## config.mk

```make
export PLATFORM = sky130hd
export DESIGN_NAME = dram_uart_tx
export DESIGN_NICKNAME = d
export VERILOG_FILES = /design/src/rtl/dram_uart_tx_pkg.sv /design/src/rtl/dram_uart_tx_serializer.sv /design/src/rtl/dram_uart_tx.sv
export SDC_FILE = /design/constraint.sdc
export NUM_CORES = 1
export LEC_CHECK = 0
export ABC_CLOCK_PERIOD_IN_PS = 2400
export BUFFER_PORTS_ARGS = -buffer_cell sky130_fd_sc_hd__buf_2
export CORE_UTILIZATION = 50
export DETAILED_ROUTE_END_ITERATION = 8
export GPL_TIMING_DRIVEN = 0
export PLACE_DENSITY = 0.79
export SLEW_MARGIN = 10
export SYNTH_ARGS = -nofsm -noshare
export SYNTH_HDL_FRONTEND = slang
export SYNTH_SLANG_ARGS = --single-unit
```

## constraint.sdc

```tcl
create_clock -name clock -period 2.4 [get_ports clock]
set_clock_uncertainty 0.15 [all_clocks]
set_input_delay 0.48 -clock clock [delete_from_list [all_inputs] [get_ports clock]]
set_output_delay 0.48 -clock clock [all_outputs]
set_load 0.02 [all_outputs]
```

## src/rtl/dram_uart_tx_pkg.sv

```systemverilog
// Shared definitions for the DRAM-to-UART transmitter: default sizes and the
// state encodings of the fetch controller and the bit serializer.
package dram_uart_tx_pkg;

    localparam int unsigned DEF_ADDR_WIDTH   = 16;
    localparam int unsigned DEF_DATA_WIDTH   = 8;
    localparam int unsigned DEF_NUM_BYTES    = 16384;
    localparam int unsigned DEF_CLKS_PER_BIT = 434;

    // Fetch controller: SEND spans the START/DATA/STOP phases of the serializer.
    typedef enum logic [2:0] {
        CTRL_IDLE  = 3'd0,
        CTRL_FETCH = 3'd1,
        CTRL_WAIT  = 3'd2,
        CTRL_SEND  = 3'd3,
        CTRL_DONE  = 3'd4
    } ctrl_state_e;

    typedef enum logic [1:0] {
        SER_IDLE  = 2'd0,
        SER_START = 2'd1,
        SER_DATA  = 2'd2,
        SER_STOP  = 2'd3
    } ser_state_e;

    // Width of a down-counter that must hold n-1; never narrower than one bit.
    function automatic int unsigned cnt_width(input int unsigned n);
        return (n < 2) ? 1 : $clog2(n);
    endfunction

endpackage

```

## src/rtl/dram_uart_tx_serializer.sv

```systemverilog
// 8N1-style UART serializer: start bit, DATA_WIDTH data bits LSB first, one stop bit,
// each lasting CLKS_PER_BIT clocks. tx idles high.
module dram_uart_tx_serializer
    import dram_uart_tx_pkg::*;
#(
    parameter int unsigned CLKS_PER_BIT = DEF_CLKS_PER_BIT,
    parameter int unsigned DATA_WIDTH   = DEF_DATA_WIDTH
) (
    input  logic                  clock,
    input  logic                  reset,
    input  logic                  load,
    input  logic [DATA_WIDTH-1:0] data,
    output logic                  tx,
    output logic                  ready
);

    localparam int unsigned BAUD_W = cnt_width(CLKS_PER_BIT);
    localparam int unsigned BIT_W  = cnt_width(DATA_WIDTH);

    localparam logic [BAUD_W-1:0] BAUD_RELOAD = BAUD_W'(CLKS_PER_BIT - 1);
    localparam logic [BIT_W-1:0]  LAST_BIT    = BIT_W'(DATA_WIDTH - 1);

    ser_state_e            state_q, state_d;
    logic [BAUD_W-1:0]     baud_q, baud_d;
    logic [BIT_W-1:0]      bit_q, bit_d;
    logic [DATA_WIDTH-1:0] shift_q, shift_d;
    logic                  tx_q, tx_d;
    logic                  baud_wrap;

    assign baud_wrap = (baud_q == '0);

    // NOTE: state registers use non-blocking assignments so every flop samples pre-edge values.
    always_ff @(posedge clock or posedge reset) begin
        if (reset) begin
            state_q <= SER_IDLE;
            baud_q  <= '0;
            bit_q   <= '0;
            shift_q <= '0;
            tx_q    <= 1'b1;
        end else begin
            state_q <= state_d;
            baud_q  <= baud_d;
            bit_q   <= bit_d;
            shift_q <= shift_d;
            tx_q    <= tx_d;
        end
    end

    // NOTE: every next-state signal is defaulted to its held value first, so no latch is inferred.
    always_comb begin
        state_d = state_q;
        baud_d  = baud_q;
        bit_d   = bit_q;
        shift_d = shift_q;
        tx_d    = tx_q;
        case (state_q)
            SER_IDLE: begin
                if (load) begin
                    shift_d = data;
                    tx_d    = 1'b0;
                    baud_d  = BAUD_RELOAD;
                    state_d = SER_START;
                end
            end
            SER_START: begin
                if (baud_wrap) begin
                    tx_d    = shift_q[0];
                    shift_d = shift_q >> 1;
                    bit_d   = '0;
                    baud_d  = BAUD_RELOAD;
                    state_d = SER_DATA;
                end else begin
                    baud_d = baud_q - 1'b1;
                end
            end
            SER_DATA: begin
                if (baud_wrap) begin
                    baud_d = BAUD_RELOAD;
                    if (bit_q == LAST_BIT) begin
                        tx_d    = 1'b1;
                        state_d = SER_STOP;
                    end else begin
                        bit_d   = bit_q + 1'b1;
                        tx_d    = shift_q[0];
                        shift_d = shift_q >> 1;
                    end
                end else begin
                    baud_d = baud_q - 1'b1;
                end
            end
            SER_STOP: begin
                if (baud_wrap) begin
                    state_d = SER_IDLE;
                end else begin
                    baud_d = baud_q - 1'b1;
                end
            end
            default: state_d = SER_IDLE;
        endcase
    end

    assign tx = tx_q;
    // Also high in the last stop-bit cycle so the controller can start the next fetch without a bubble.
    assign ready = (state_q == SER_IDLE) || ((state_q == SER_STOP) && baud_wrap);

endmodule

```

## src/rtl/dram_uart_tx.sv

```systemverilog
// Streams NUM_BYTES bytes from DRAM address 0 upward out of a UART pin, once per
// rising edge of start_Tx; edges seen while a transfer is running are dropped.
module dram_uart_tx
    import dram_uart_tx_pkg::*;
#(
    parameter int unsigned ADDR_WIDTH   = DEF_ADDR_WIDTH,
    parameter int unsigned DATA_WIDTH   = DEF_DATA_WIDTH,
    parameter int unsigned NUM_BYTES    = DEF_NUM_BYTES,
    parameter int unsigned CLKS_PER_BIT = DEF_CLKS_PER_BIT
) (
    input  logic                  clock,
    input  logic                  reset,
    input  logic                  start_Tx,
    input  logic [DATA_WIDTH-1:0] dram_rdata,
    output logic [ADDR_WIDTH-1:0] dram_addr,
    output logic                  dram_read_en,
    output logic                  tx,
    output logic                  busy,
    output logic                  done
);

    // Truncation is intended: NUM_BYTES == 2**ADDR_WIDTH ends on the all-ones address.
    localparam logic [ADDR_WIDTH-1:0] LAST_ADDR = ADDR_WIDTH'(NUM_BYTES - 1);

    ctrl_state_e           state_q, state_d;
    logic [ADDR_WIDTH-1:0] addr_q, addr_d;
    logic                  start_prev_q;
    logic                  read_en_q;
    logic                  busy_q;
    logic                  done_q;
    logic                  request;
    logic                  ser_load;
    logic                  ser_ready;

    assign request = start_Tx & ~start_prev_q;

    always_comb begin
        state_d  = state_q;
        addr_d   = addr_q;
        ser_load = 1'b0;
        case (state_q)
            CTRL_IDLE: begin
                if (request) begin
                    addr_d  = '0;
                    state_d = CTRL_FETCH;
                end
            end
            CTRL_FETCH: state_d = CTRL_WAIT;
            CTRL_WAIT: begin
                // Read data is valid this cycle; the serializer is idle and captures it.
                ser_load = 1'b1;
                state_d  = CTRL_SEND;
            end
            CTRL_SEND: begin
                if (ser_ready) begin
                    if (addr_q == LAST_ADDR) begin
                        state_d = CTRL_DONE;
                    end else begin
                        addr_d  = addr_q + 1'b1;
                        state_d = CTRL_FETCH;
                    end
                end
            end
            CTRL_DONE: state_d = CTRL_IDLE;
            default:   state_d = CTRL_IDLE;
        endcase
    end

    // Outputs are registered from the next state so they line up with the state they describe.
    always_ff @(posedge clock or posedge reset) begin
        if (reset) begin
            state_q      <= CTRL_IDLE;
            addr_q       <= '0;
            start_prev_q <= 1'b0;
            read_en_q    <= 1'b0;
            busy_q       <= 1'b0;
            done_q       <= 1'b0;
        end else begin
            state_q      <= state_d;
            addr_q       <= addr_d;
            start_prev_q <= start_Tx;
            read_en_q    <= (state_d == CTRL_FETCH);
            busy_q       <= (state_d == CTRL_FETCH) || (state_d == CTRL_WAIT) || (state_d == CTRL_SEND);
            done_q       <= (state_d == CTRL_DONE);
        end
    end

    dram_uart_tx_serializer #(
        .CLKS_PER_BIT(CLKS_PER_BIT),
        .DATA_WIDTH  (DATA_WIDTH)
    ) u_serializer (
        .clock(clock),
        .reset(reset),
        .load (ser_load),
        .data (dram_rdata),
        .tx   (tx),
        .ready(ser_ready)
    );

    assign dram_addr    = addr_q;
    assign dram_read_en = read_en_q;
    assign busy         = busy_q;
    assign done         = done_q;

endmodule

```

==> results of run 1 <==
cell usage in the layout, fill, tap and decap left out, drive strengths merged, types with 2 or more instances in the layout:
| cell type | instances |
|---|---|
| o211ai | 6 |
| a21o | 2 |
| mux2 | 2 |
| nand2 | 13 |
| a211oi | 2 |
| buf | 36 |
| a22o | 4 |
| nor4 | 4 |
| and3 | 7 |
| clkbuf | 8 |
| o21a | 4 |
| a21oi | 20 |
| nor2 | 32 |
| nor3 | 10 |
| ha | 10 |
| nand3 | 8 |
| or4 | 3 |
| nand4 | 2 |
| nand3b | 2 |
| o2111ai | 3 |
| clkinv | 2 |
| mux2i | 8 |
| xor2 | 8 |
| and4 | 2 |
| nand2b | 4 |
| o21ai | 16 |
| or3 | 5 |
| xnor2 | 2 |
| dfrtp | 45 |
| inv | 10 |
metrics by stage:
step	hold WS (ns)	cell area, sq um
after floorplan	0.322	2520
after global placement	0.333	2760
after detailed placement	0.315	2780
after CTS	0.135	2880
after global routing	0.137	2890
final	0.141	2890
what timing repair did:
| action | CTS | global route |
|---|---|---|
| setup endpoints to repair | 0 | 1 |
| hold buffers | 1 | 0 |
| endpoints found under the hold margin | 13 | 0 |
| buffers inserted | 0 | 0 |
| gates resized for setup | 0 | 2 |
routing by layer:
layer,wire length [microns],part of all wire
met5,0,0
met2,2250,0.46
met3,146,0.030
met4,103,0.021
met1,2390,0.49
final cells by class:
| class | instances | area, sq um | area share |
|---|---|---|---|
| well taps | 67 | 83.8 | 0.0291 |
| clock buffers | 5 | 68.8 | 0.0239 |
| flip-flops and latches | 46 | 1150 | 0.399 |
| inverters | 10 | 37.5 | 0.0130 |
| multi-input cells | 187 | 1290 | 0.449 |
| plain buffers | 8 | 46.3 | 0.0160 |
| clock inverters | 3 | 21.3 | 0.00737 |
| repair buffers | 32 | 180 | 0.0624 |
state kept, by name, summed over array words and instances (netlist names):
register              count
dram_addr                16
u_serializer.baud_q       9
u_serializer.shift_q      8
state_q                   3
u_serializer.bit_q        3
u_serializer.state_q      2
busy                      1
done                      1
dram_read_en              1
start_prev_q              1
u_serializer.tx           1
worst max path at each step:
stage                                   end  cells past startpoint
floorplan                     dram_addr[15]                      7
global placement     u_serializer.baud_q[7]                      2
detailed placement    u_serializer.bit_q[0]                      8
CTS                   u_serializer.bit_q[0]                      8
global route        u_serializer.shift_q[6]                      8
finish              u_serializer.shift_q[6]                      8
power groups by stage:
stage	sequential [mW]	clock (mW)	combinational [mW]
6_report	0.789	0.485	0.0473
5_1_grt	0.791	0.522	0.0549
4_1_cts	0.789	0.504	0.0488
3_5_place_dp	0.805	0	0.0475
3_3_place_gp	0.804	0	0.0420
2_1_floorplan	0.806	0	0.0245
kinds of logic (layout without fill, tap and decap cells):
logic type      Yosys count  in the layout  share of synthesized area
buf+inv                  18             58                     0.0327
compound gates           64             64                      0.176
flops                    46             46                      0.457
mux                      10             10                     0.0407
simple gates             93             93                      0.210
xor+xnor                 10             10                     0.0347
fa+ha+maj                10             10                     0.0496
==> results by group, run 1 <==
Worst setup path
  – Crit-path slowest cell: dfrtp_1
  – Crit-path leading delay family: simple AND/OR/NAND/NOR gates
  – Crit. End Element: register
  – Worst setup SP type: register
  – Arrival @ worst endpoint: 2.29 ns
  – Buffers plus inverters on the worst setup path: 2
  – FF-to-FF path depth: 8
  – Crit-path cells: nor4_4 -> and3_1 -> buf_2 -> a21oi_1 -> nor3_4 -> buf_4 -> nor2_1 -> a21oi_2
  – Worst R2R Setup Slack: 0.20 ns
  – Reg2reg start: u_serializer.baud_q[5]
  – Worst Path Required: 2.49 ns
  – End of the worst register-to-register path: u_serializer.shift_q[6]
  – Critical path class: register to register
  – Critical Path Start: u_serializer.baud_q[5]
  – Critical path's largest stage delay: 0.46 ns
  – Crit Path Max Fanout: 10

Finish
  – Area growth syn-to-layout: 14.3%
  – Fin cells: 358
  – Fillers: 431
  – Share of cells above drive strength 1: 0.216
  – Nets: 311
  – Diodes inserted: 0
  – Core Util, Final: 0.603

Clock tree
  – H-tree level count: 2
  – Clk root buf: clkbuf_8
  – Inserted Clock Buffers: 5
  – Clock buffer depth: 2
  – Insertion delay to the later sink of the worst-skew pair: 0.31 ns
  – CTS tree: built
  – Clk slew on worst S/H paths: 0.09 ns
  – Sink Count: 46

Floorplanning
  – Die Y-Extent: 73.0 microns
  – Top-Level Pins: 31
  – Core Area: 4790 sq um
  – Row count: 25
  – Initial Util: 0.527
  – Die footprint: 5340 sq um
  – Chip Width: 73.0 microns

STA
  – Tightest Pin Transition: 0.588 ns
  – Worst slew margin: 0.608
  – Period utilisation layout: 0.917
  – Final hold vios: 0
  – Final count of pins violating max slew: 0
  – Setup WS post-layout: 0.199 ns
  – Post-route setup TNS: 0 ns
  – Highest Clock Rate: 0.454 GHz
  – Final setup vio count: 0
  – Fin crit period: 2.20 ns
  – Unrepaired setup endpoints after global routing: false

Power
  – Gate power share: 0.036
  – Pwr dens: 458 nW/um^2
  – Clock share of power: 0.367
  – Sequential share of power: 0.597
  – Worst vdd ir: 0.389 mV
  – Internal: 1.01 mW
  – Tot Pwr: 1.32 mW
  – Switching share of power: 0.238
  – Psw: 314 uW
  – Leakage Power: 1.39 nW

Detailed routing
  – DRC violations left: 0
  – Drt first pass iters: 4
  – Drt via density: 5.50
  – Wirelength per Cell: 13.7 microns
  – Drt total wl: 4890 microns
  – ANT nets after route: 0
  – Routed vias: 1,968
  – DRT iter0 DRCs: 71

Placed design
  – Dpl cells: 349
  – Final Wtd Congestion: 0.789
  – Setup WS pre-CTS: 0.161 ns
  – Final HPWL DP: 3520 microns
  – PortBufs: 30

Synthesis
  – Ys async rst share: 1.00
  – Top cells by area, synth: dfrtp_1 45%, ha_1 5.0%, nor2_1 4.6%
  – Post-Synthesis Cell Area: 2520 sq um
  – Yosys top cell by area: dfrtp_1
  – Share of the synthesized area in the top cell type: 0.446
  – Seq/Total Area, Yosys: 0.457
  – EDFF count, synth: 0
  – Syn_area_per_cell: 10.1 sq um
  – Post-synth top cells: 45 x dfrtp_1, 31 x nor2_1, 19 x a21oi_1
  – Top FF cell, synth: dfrtp_1
  – Mapped Nets: 272
  – Syn Inst Count: 251
  – Synth warn: 0
  – Post-synthesis cell type count: 51
  – Most frequent cell after synthesis: dfrtp_1
  – Synthesized flop and latch total: 46

Global route
  – Initial antenna violation count: 0
  – M1 GR Usage: 0.272
  – Met2 usage: 0.319
  – Total GRT Usage: 0.210
  – First-pass GRT wire length: 8480 microns
  – Most Used Layer, Global Route: met2
  – Total grt overflow: 0
  – Largest net degree at the start of global routing: 33
  – Vias in the first global route: 1,932
  – GR Layer Usage met3: 0.0442

Min path
  – Worst hold endpoint: start_prev_q
  – Hold crit path type: input pin to register
  – Hold_sp: start_Tx
  – Worst hold path depth: 1

Job
  – Max-cap violations: 0

Run status
  – Status: completed
Note: power is estimated with default switching activity, not from simulation.
==> inputs of run 2 (changes only) <==
SYNTH_HIERARCHICAL = 1   (was default)
==> results by group, run 2 <==
Synthesis
  – Yosys top cell by area: dfrtp_1
  – Most frequent cell after synthesis: dfrtp_1
  – Synthesized flop and latch total: 46
  – Syn_area_per_cell: 10.1 sq um
  – Simple-Gate Fraction of Synth Area: 0.203
  – Synth warn: 6
  – Largest family of logic cells by synthesized area: compound AO/OA/AOI/OAI gates
  – Mapped Nets: 280
  – Ys async rst share: 1.00
  – Synth Area in Compound Gates: 0.220
  – Multiplexer share of the synthesized area: 0.0612
  – Post-synth top cells: 45 x dfrtp_1, 18 x nand2_1, 15 x mux2i_1
  – Share of the synthesized area in the top cell type: 0.427
  – Syn Inst Count: 261
  – Adder-cell share of the synthesized area: 0.0380
  – Post-synthesis cell type count: 60
  – Top FF cell, synth: dfrtp_1
  – Top cells by area, synth: dfrtp_1 43%, mux2i_1 5.7%, ha_1 3.8%
  – Post-synthesis xor/xnor area fraction: 0
  – EDFF count, synth: 0
  – Post-Synthesis Cell Area: 2640 sq um
  – Seq/Total Area, Yosys: 0.437

Worst setup path
  – Critical path class: register to register
  – Reg2reg start: u_serializer/baud_q[6]
  – Crit-path slowest cell: or4_4
  – Worst R2R Setup Slack: -0.47 ns
  – End of the worst register-to-register path: dram_addr[12]
  – FF-to-FF path depth: 9
  – Worst setup SP type: register
  – Critical path depth in cells: 9
  – Crit. End Element: register
  – Crit Path Max Fanout: 6
  – Buffers plus inverters on the worst setup path: 2
  – Worst Path Required: 2.48 ns
  – Arrival @ worst endpoint: 2.95 ns
  – Crit-path leading delay family: simple AND/OR/NAND/NOR gates
  – Critical path's largest stage delay: 0.58 ns
  – Crit-path cells: or4_4 -> nor3_4 -> buf_6 -> a21o_1 -> and4b_2 -> nand4_1 -> buf_4 -> or4_1 -> a21oi_1

Detailed routing
  – Drt first pass iters: 4
  – DRT iter0 DRCs: 123
  – Routed vias: 2,340
  – DRC violations left: 0
  – Drt via density: 6.09
  – ANT nets after route: 0
  – Drt total wl: 6020 microns
  – Wirelength per Cell: 15.7 microns

Power
  – Leakage Power: 1.44 nW
  – Tot Pwr: 4.57 mW
  – Pwr dens: 1400 nW/um^2
  – Worst vdd ir: 0.866 mV

Clock tree
  – CTS tree: built
  – Hold buffers post-CTS: 0
  – Clk slew on worst S/H paths: 0.09 ns
  – Sink Count: 46
  – Inserted Clock Buffers: 5
  – Clk root buf: clkbuf_8
  – H-tree level count: 2
  – Clock buffer depth: 2
  – Insertion delay to the later sink of the worst-skew pair: 0.30 ns

STA
  – Tightest Pin Transition: 0.905 ns
  – Final setup vio count: 27
  – Unrepaired setup endpoints after global routing: true
  – Worst slew margin: 0.392
  – Period utilisation layout: 1.19
  – Final hold vios: 0
  – Setup WS post-layout: -0.467 ns
  – Final count of pins violating max slew: 0
  – Fin crit period: 2.87 ns
  – Highest Clock Rate: 0.349 GHz

Placed design
  – PortBufs: 30
  – Final HPWL DP: 3920 microns
  – Final Wtd Congestion: 0.809
  – Dpl cells: 361

Min path
  – Hold_sp: start_Tx
  – Hold crit path type: input pin to register
  – Worst hold path depth: 1
  – Worst hold endpoint: start_prev_q

Finish
  – Area growth syn-to-layout: 23.5%
  – Fin cells: 384
  – Nets: 332
  – Diodes inserted: 0
  – Fillers: 442
  – Most common cell after layout, fill and taps aside: dfrtp_1
  – Largest register FFs: 16
  – Share of cells above drive strength 1: 0.280
  – Most frequent cells in the layout: 43 x dfrtp_1, 32 x buf_2, 18 x nand2_1
  – Core Util, Final: 0.637

Run status
  – Violated checks: setup timing
  – Status: complete, but fails checks

Floorplanning
  – Die footprint: 5570 sq um
  – Top-Level Pins: 31
  – Die Y-Extent: 74.6 microns
  – Chip Width: 74.6 microns
  – Initial Util: 0.516
  – Row count: 26
  – Core Area: 5110 sq um

Global route
  – Total grt overflow: 0
  – Total GRT Usage: 0.227
  – Initial antenna violation count: 0
  – Largest net degree at the start of global routing: 24
  – Vias in the first global route: 2,088
  – First-pass GRT wire length: 9670 microns

Job
  – Max-cap violations: 0
==> run 2: timing repair <==
action,4_1_cts,5_1_grt
buffers inserted,12,4
endpoints found under the setup margin,26,35
pin swaps,8,7
gates resized for setup,16,12
==> run 2: worst max path at each step <==
stage                            from            end  slack [ns]
2_1_floorplan  u_serializer/baud_q[0]  dram_addr[12]       -0.42
3_3_place_gp   u_serializer/baud_q[0]  dram_addr[12]       -0.75
3_5_place_dp   u_serializer/baud_q[0]  dram_addr[14]       -0.81
4_1_cts        u_serializer/baud_q[1]  dram_addr[12]       -0.47
5_1_grt        u_serializer/baud_q[6]  dram_addr[12]       -0.56
6_report       u_serializer/baud_q[6]  dram_addr[12]       -0.47
==> run 2: cells by family (layout without fill, tap and decap cells) <==
logic type	count (synthesis)	count (layout)
simple gates	88	88
fa+ha+maj	8	8
compound gates	79	79
mux	16	16
flops	46	46
buf+inv	24	77
==> run 2: power breakdown <==
part           leakage, nW  internal (mW)  switching, mW
clock network       0.0504          0.310          0.269
registers            0.562           1.10          0.362
logic                0.825           1.11           1.42
==> run 2: metrics by stage <==
step / area (sq um) / TNS (ns) / hold slack, ns / worst slack, ns
after floorplan: 2680 / -3.07 / 0.331 / -0.415
after global placement: 2920 / -7.92 / 0.355 / -0.750
after detailed placement: 2920 / -8.90 / 0.369 / -0.813
after CTS: 3190 / -5.33 / 0.150 / -0.467
after global routing: 3260 / -9.14 / 0.140 / -0.563
final: 3260 / -4.87 / 0.154 / -0.467
==> run 2: layout make-up <==
| type | count | area (sq um) | area share |
|---|---|---|---|
| Timing Repair Buffer | 46 | 285 | 0.0876 |
| Inverter | 13 | 48.8 | 0.0150 |
| Multi-Input combinational cell | 191 | 1500 | 0.461 |
| Sequential cell | 46 | 1150 | 0.355 |
| Tap cell | 70 | 87.6 | 0.0269 |
| Clock inverter | 3 | 45.0 | 0.0138 |
| Buffer | 10 | 65.1 | 0.0200 |
| Clock buffer | 5 | 68.8 | 0.0211 |
==> run 2: worst reg2reg max path: cells and delay by family (launching register included) <==
| family | cells | cell delay, ns |
|---|---|---|
| buffers and inverters | 2 | 0.30 |
| AOI/OAI and AO/OA | 2 | 0.31 |
| and+or+nand+nor | 5 | 1.59 |
| DFF | 1 | 0.45 |
==> run 2: metal layers <==
layer	global-route usage	routed length, microns	vias to the layer above	part of all wire
met4	0.0776	93	0	0.015
met3	0.0495	278	10	0.046
met2	0.372	2940	74	0.49
li1	-	-	1121	-
met5	0	0	-	0
met1	0.299	2700	1135	0.45
